`src/rtl/serial_adder.sv`:
```
// serial_adder: bit-serial N-bit adder, one fulladder cell, LSB first, N cycles per operation.
// Optional signed-overflow output Ovf is enabled by defining SERIAL_ADDER_OVF_EN.
module fulladder (
  input  logic A,
  input  logic B,
  input  logic CIN,
  output logic Sum,
  output logic Cout
);
  assign Sum  = A ^ B ^ CIN;
  assign Cout = (A & B) | (CIN & (A ^ B));
endmodule

module serial_adder #(
  parameter int N = 8
) (
  input  logic         clk,
  input  logic         reset,
  input  logic         start,
  input  logic [N-1:0] A,
  input  logic [N-1:0] B,
  input  logic         CIN,
  output logic         busy,
  output logic         done,
  output logic [N-1:0] Sum,
  output logic         Cout
`ifdef SERIAL_ADDER_OVF_EN
  ,
  output logic         Ovf
`endif
);
  localparam int CW = (N > 1) ? $clog2(N) : 1;
  localparam logic [CW-1:0] LAST = CW'(N - 1);

  typedef enum logic [1:0] {IDLE, RUN, DONE} state_t;

  state_t         state, state_nxt;
  logic [N-1:0]   a_sh, b_sh, s_sh;
  logic           carry;
  logic [CW-1:0]  cnt;
  logic           s_bit, c_bit;
  logic           accept, last;

  fulladder u_fa (
    .A    (a_sh[0]),
    .B    (b_sh[0]),
    .CIN  (carry),
    .Sum  (s_bit),
    .Cout (c_bit)
  );

  assign accept = (state == IDLE) && start;
  assign last   = (state == RUN) && (cnt == LAST);
  assign busy   = (state == RUN);
  assign done   = (state == DONE);

  always_ff @(posedge clk) begin
    if (reset) state <= IDLE;
    else       state <= state_nxt;
  end

  always_comb begin
    state_nxt = state;
    case (state)
      IDLE:    if (start) state_nxt = RUN;
      RUN:     if (cnt == LAST) state_nxt = DONE;
      DONE:    state_nxt = IDLE;
      default: state_nxt = IDLE;
    endcase
  end

  // Serial datapath: operands shift out LSB first, sum bits shift in from the MSB end.
  always_ff @(posedge clk) begin
    if (accept) begin
      a_sh  <= A;
      b_sh  <= B;
      carry <= CIN;
      cnt   <= '0;
      s_sh  <= '0;
    end else if (state == RUN) begin
      a_sh  <= {1'b0, a_sh[N-1:1]};
      b_sh  <= {1'b0, b_sh[N-1:1]};
      s_sh  <= {s_bit, s_sh[N-1:1]};
      carry <= c_bit;
      cnt   <= cnt + 1'b1;
    end
  end

  // Result registers update only on the final bit, so partial sums never leak out.
  always_ff @(posedge clk) begin
    if (reset) begin
      Sum  <= '0;
      Cout <= 1'b0;
`ifdef SERIAL_ADDER_OVF_EN
      Ovf  <= 1'b0;
`endif
    end else if (last && !reset) begin
      Sum  <= {s_bit, s_sh[N-1:1]};
      Cout <= c_bit;
`ifdef SERIAL_ADDER_OVF_EN
      Ovf  <= carry ^ c_bit;
`endif
    end
  end
endmodule

```
`config.mk`:
```
export PLATFORM = sky130hd
export DESIGN_NAME = serial_adder
export DESIGN_NICKNAME = d
export VERILOG_FILES = /design/src/rtl/serial_adder.sv
export SDC_FILE = /design/constraint.sdc
export NUM_CORES = 1
export LEC_CHECK = 0
export ABC_AREA = 0
export BUFFER_PORTS_ARGS = -buffer_cell sky130_fd_sc_hd__buf_2
export CAP_MARGIN = 10
export CORE_ASPECT_RATIO = 0.8
export CORE_MARGIN = 2
export CORE_UTILIZATION = 35
export DETAILED_ROUTE_END_ITERATION = 16
export PLACE_DENSITY = 0.6
export SYNTH_ARGS = -nofsm -noshare
export SYNTH_HDL_FRONTEND = slang
export SYNTH_SLANG_ARGS = --single-unit
export TNS_END_PERCENT = 5
```
`constraint.sdc`:
```
create_clock -name clk -period 1.9 [get_ports clk]
set_input_delay 0.19 -clock clk [delete_from_list [all_inputs] [get_ports clk]]
set_output_delay 0.19 -clock clk [all_outputs]
set_load 0.02 [all_outputs]
```
==> impl_metrics.yaml, run 1 <==
worst_setup_path:
  start_kind: "flop"
  worst-path-max-fanout: 11
  required_ps: 1710
  cp-end-kind: "primary output"
  worstSetupPathType: "reg2out"
  arrival_ps: 1250
sta:
  worstMarginPinSlew_ps: 293
  hold_violations: 0
  setup_tns_ps: 0
  rsz0062_at_grt: "no"
  fmax_mhz: 696
  setup_viol: 0
  period_needed_ps: 1440
  slew_viol_final: 0
  skew_ps: 9.38
  slew_headroom: 0.805
  fin_crit_sh: 0.757
  holdWs_ps: 191
floorplan:
  core_um2: 4230
  num_rows: 21
  die_y_um: 63.7
  die_w_um: 78.6
  start_util: 0.369
  dieArea_um2: 5010
  io_pins: 31
logic_synthesis:
  netlist_instances: 109
  ys_seq_area_frac: 0.597
  synth_seq_cells: 38
  syn-cell-area_um2: 1560
  ys_types: 20
  synth_fp_nets: 132
  avgSynthCellArea_um2: 14.3
  yosys_warnings: 0
detailed_routing:
  routedWlPerCell_um: 12.5
  vias: 914
  first_iter_violations: 39
  drt_first_pass_iters: 2
  wl_um: 2520
  vias_per_cell: 4.55
  ant_nets: 0
  drcViolationCount: 0
power:
  cellInternalPower_uw: 1370
  power_frac_comb: 0.096
  swShare: 0.212
  power_frac_clock: 0.350
  p_sw_uw: 369
  powerDensity_nw_per_um2: 931
  ir_drop_mv: 0.473
  seqPwrFrac: 0.554
  p_leak_uw: 0.000742
final_layout:
  final_area_um2: 1870
  synthToLayoutAreaGrowth_pct: 19.8
  n_antenna_cell: 0
  nets: 166
  fill_cells: 381
  drive_gt1_frac: 0.424
clocking:
  cts-resized-gates: 0
  cts_tree: "done"
  worstSkewPairLatency_ps: 280
  numCtsBuffers: 5
  root_buffer: "clkbuf_8"
  cts_buffer_depth: 2
  clkTransAtPathRegs_ps: 70
  htreeDepth: 2
  cts_setup_buffers: 0
  hold_buffers: 0
  cts_sinks: 38
placement:
  globalplace.congestion: 0.680
  dp_hpwl_um: 1710
  placed_cell_area_um2: 1770
  numPortBuffers: 30
global_routing:
  grt_pass1_vias: 959
  grt_first_pass_wirelength_um: 4530
  overflow: 0
  antenna_found_initial: 0
  grt_start_max_net_pins: 21
  grt_use_total: 0.118
run:
  maxCapViolCount: 0
worst_hold_path:
  worstHoldPathType: "in2reg"
status:
  status: "complete, no violations"
-- synthesized netlist by cell type (all sizes together) --
master  number  area [um^2]
mux2        16          180
buf          4         28.8
nand2b      18          113
clkbuf       2         7.51
nor2b        1         6.26
inv          1         3.75
and2b        2         17.5
nor3b        1         18.8
edfxtp      17          510
dfxtp       21          420
o21bai       1         7.51
and3b        1         10.0
mux2i        9         90.1
ha           2         25.0
and2         2         15.0
a22o         9         78.8
a211oi       1         7.51
fa           1         20.0
-- final timing paths --
| check | from | to | slack (ps) | cells past startpoint |
|---|---|---|---|---|
| min | B[7] | b_sh[7] | 190 | 2 |
| max | state[0] | busy | 460 | 2 |
| max reg2reg | state[0] | b_sh[0] | 480 | 3 |
| min reg2reg | Sum[1] | Sum[1] | 480 | 2 |
-- power by group through the flow --
| stage | logic, uW | clock network [uW] | registers, uW |
|---|---|---|---|
| global placement | 162 | 0 | 979 |
| CTS | 171 | 630 | 965 |
| finish | 167 | 609 | 964 |
| global route | 191 | 662 | 973 |
| detailed placement | 171 | 0 | 983 |
| floorplan | 125 | 0 | 974 |
-- worst max-delay path: stages, from the launching register on --
cell     delay, ps
dfxtp_1        440
and2b_2        310
buf_2          210
-- kinds of logic after synthesis --
group                    share of synthesized area
multiplexers                                 0.173
AND/OR/NAND/NOR                              0.115
AO/OA/AOI/OAI                               0.0602
buffers and inverters                       0.0257
adder cells (fa/ha/maj)                     0.0289
flip-flops                                   0.597
-- cells in the final DEF, fill, tap and decap left out, types with 2 or more instances in the layout --
master / count
edfxtp_1: 17
clkbuf_1: 2
and2_2: 2
buf_4: 3
mux2_2: 16
ha_1: 2
and2b_2: 2
clkbuf_8: 5
buf_2: 30
a22o_1: 9
dfxtp_1: 21
nand2b_1: 18
mux2i_1: 9
-- cell type report --
type / count / area, um^2 / share of cell area
Timing Repair Buffer: 33 / 173 / 0.0924
Clock buffer: 8 / 101 / 0.0542
Multi-Input combinational cell: 64 / 589 / 0.315
Tap cell: 57 / 71.3 / 0.0382
Inverter: 1 / 3.75 / 0.00201
Sequential cell: 38 / 931 / 0.498
-- flip-flops by register name (all words and copies together), names as in the netlist --
| name | cells |
|---|---|
| Sum | 8 |
| a_sh | 8 |
| b_sh | 8 |
| s_sh | 7 |
| cnt | 3 |
| state | 2 |
| Cout | 1 |
| carry | 1 |
-- per-stage QoR --
step / cells / setup WS, ps / util / power (uW)
floorplan: 109 / 450 / - / 1100
global placement: 193 / 532 / 0.418 / 1140
detailed placement: 193 / 486 / 0.418 / 1150
CTS: 201 / 437 / 0.442 / 1770
global route: 201 / 382 / 0.442 / 1830
finish: 201 / 463 / 0.442 / 1740
-- routing by layer --
metal / track usage / wire length (um)
met1: 0.145 / 1180
met2: 0.188 / 1220
met3: 0.0358 / 79
met4: 0.0592 / 46
met5: 0 / 0
Power figures use the tool's default switching activity.
==> inputs of run 2 (changes only) <==
==> constraint.sdc (replaced) <==
create_clock -name clk -period 1.5 [get_ports clk]
set_input_delay 0.15 -clock clk [delete_from_list [all_inputs] [get_ports clk]]
set_output_delay 0.15 -clock clk [all_outputs]
set_load 0.02 [all_outputs]
==> run 2 against run 1 <==
Sequential share of layout area is essentially flat. Wire length shrank 3.8%. Clock power up 14%. Worst setup slack got worse by 360 ps. Via count up 0.55%. Flip-flop and latch count stayed put. Cell area is essentially flat. Clock skew shrank 5.1 ps. Register-to-register slack worse by 350 ps. Count of clock-buffer cells in the layout decreased by 2. First-iteration DRC count is 72% higher. Largest power group unchanged.
==> impl_metrics.yaml, run 2 (same netlist as run 1, synthesis figures left out) <==
sta:
  setup_tns_ps: 0
  period_needed_ps: 1400
  hold_violations: 0
  setup_viol: 0
  fmax_mhz: 715
  skew_ps: 4.25
  rsz0062_at_grt: "no"
  worstMarginPinSlew_ps: 289
  slew_headroom: 0.807
  fin_crit_sh: 0.932
  slew_viol_final: 0
  layout_setup_ws_ps: 102
run:
  maxCapViolCount: 0
floorplan:
  core_um2: 4230
  io_pins: 31
  dieArea_um2: 5010
  die_w_um: 78.6
  die_y_um: 63.7
  num_rows: 21
  start_util: 0.369
clocking:
  root_buffer: "clkbuf_8"
  cts_setup_buffers: 0
  cts-resized-gates: 0
  worstSkewPairLatency_ps: 290
  clkTransAtPathRegs_ps: 70
  htreeDepth: 2
  hold_buffers: 0
  cts_tree: "done"
  cts_buffer_depth: 2
  cts_sinks: 38
  numCtsBuffers: 5
final_layout:
  finalNonFillerCells: 201
  reg_top3: "Sum x8, a_sh x8, b_sh x8"
  synthToLayoutAreaGrowth_pct: 19.9
  layout_common_cells: "30 x buf_2, 21 x dfxtp_1, 18 x nand2b_1, 17 x edfxtp_1, 16 x mux2_2"
  drive_gt1_frac: 0.424
  nets: 166
  n_antenna_cell: 0
  final_common_cell: "buf_2"
  final_area_um2: 1870
global_routing:
  grt_pass1_vias: 938
  grt_first_pass_wirelength_um: 4290
  overflow: 0
  grt_use_total: 0.112
  grt_start_max_net_pins: 21
  antenna_found_initial: 0
power:
  seqPwrFrac: 0.572
  p_leak_uw: 0.000742
  power_frac_clock: 0.326
  swShare: 0.216
  power_frac_comb: 0.102
  ir_drop_mv: 0.621
  powerDensity_nw_per_um2: 1140
  cellInternalPower_uw: 1670
  power_uw: 2130
  p_sw_uw: 461
placement:
  placed_cell_area_um2: 1780
  dp_hpwl_um: 1750
  globalplace.congestion: 0.696
  numPortBuffers: 30
  dp.cells: 193
  pre_cts_ws_ps: 131
worst_setup_path:
  arrival_ps: 1250
  start_kind: "flop"
  cp_slowest_cell: "dfxtp_1"
  worstSetupPathType: "reg2out"
  critPathLaunch: "state[0]"
  required_ps: 1350
  path_cells: "and2b_2 -> buf_2"
  cpPeakStageDelay_ps: 440
  r2r-start: "state[0]"
  cp-end-kind: "primary output"
  worst-path-max-fanout: 11
detailed_routing:
  drt_first_pass_iters: 4
  wl_um: 2420
  vias_per_cell: 4.57
  routedWlPerCell_um: 12.1
  first_iter_violations: 67
  vias: 919
  ant_nets: 0
  drcViolationCount: 0
worst_hold_path:
  hold_path.startpoint: "B[7]"
  worstHoldPathType: "in2reg"
status:
  status: "complete, no violations"
==> run 2: cell count changes in the layout (fill, tap and decap cells not counted), sizes merged <==
| cell | before | now |
|---|---|---|
| clkbuf | 8 | 6 |
| clkinv | 0 | 2 |
==> run 2: routing by layer <==
layer | wire length, um | track usage
met1 | 1100 | 0.133
met2 | 1190 | 0.179
met3 | 105 | 0.0458
met4 | 32 | 0.0461
met5 | 0 | 0
==> run 2: path summary, 6_finish.rpt <==
path | endpoint | slack [ps] | depth (start not counted)
hold reg to reg | Sum[6] | 470 | 2
setup reg to reg | b_sh[3] | 130 | 3
hold / removal | b_sh[7] | 150 | 2
setup / recovery | busy | 100 | 2
==> run 2: final cells by class <==
cell class | count | area [um^2]
Clock inverter | 2 | 7.51
Tap cell | 57 | 71.3
Inverter | 1 | 3.75
Sequential cell | 38 | 931
Clock buffer | 6 | 82.6
Timing Repair Buffer | 33 | 185
Multi-Input combinational cell | 64 | 589
Fill cell | 400 | 2360
==> run 2: stage by stage <==
step / hold slack [ps] / utilization
final: 150 / 0.442
after global routing: 140 / 0.442
after CTS: 143 / 0.442
after detailed placement: 444 / 0.421
after global placement: 442 / 0.421
after floorplan: 361 / -
==> run 2: worst max-delay path: cells and delay by family, from the launching register on <==
| kind | cells | cell delay (ps) |
|---|---|---|
| flops | 1 | 440 |
| simple gates | 1 | 310 |
| buf+inv | 1 | 200 |
==> run 2: power by group through the flow <==
stage	Combinational, uW	Sequential [uW]	Clock, uW
6_report	217	1220	695
5_1_grt	245	1230	772
4_1_cts	222	1220	721
3_5_place_dp	222	1250	0
3_3_place_gp	211	1240	0
2_1_floorplan	158	1230	0
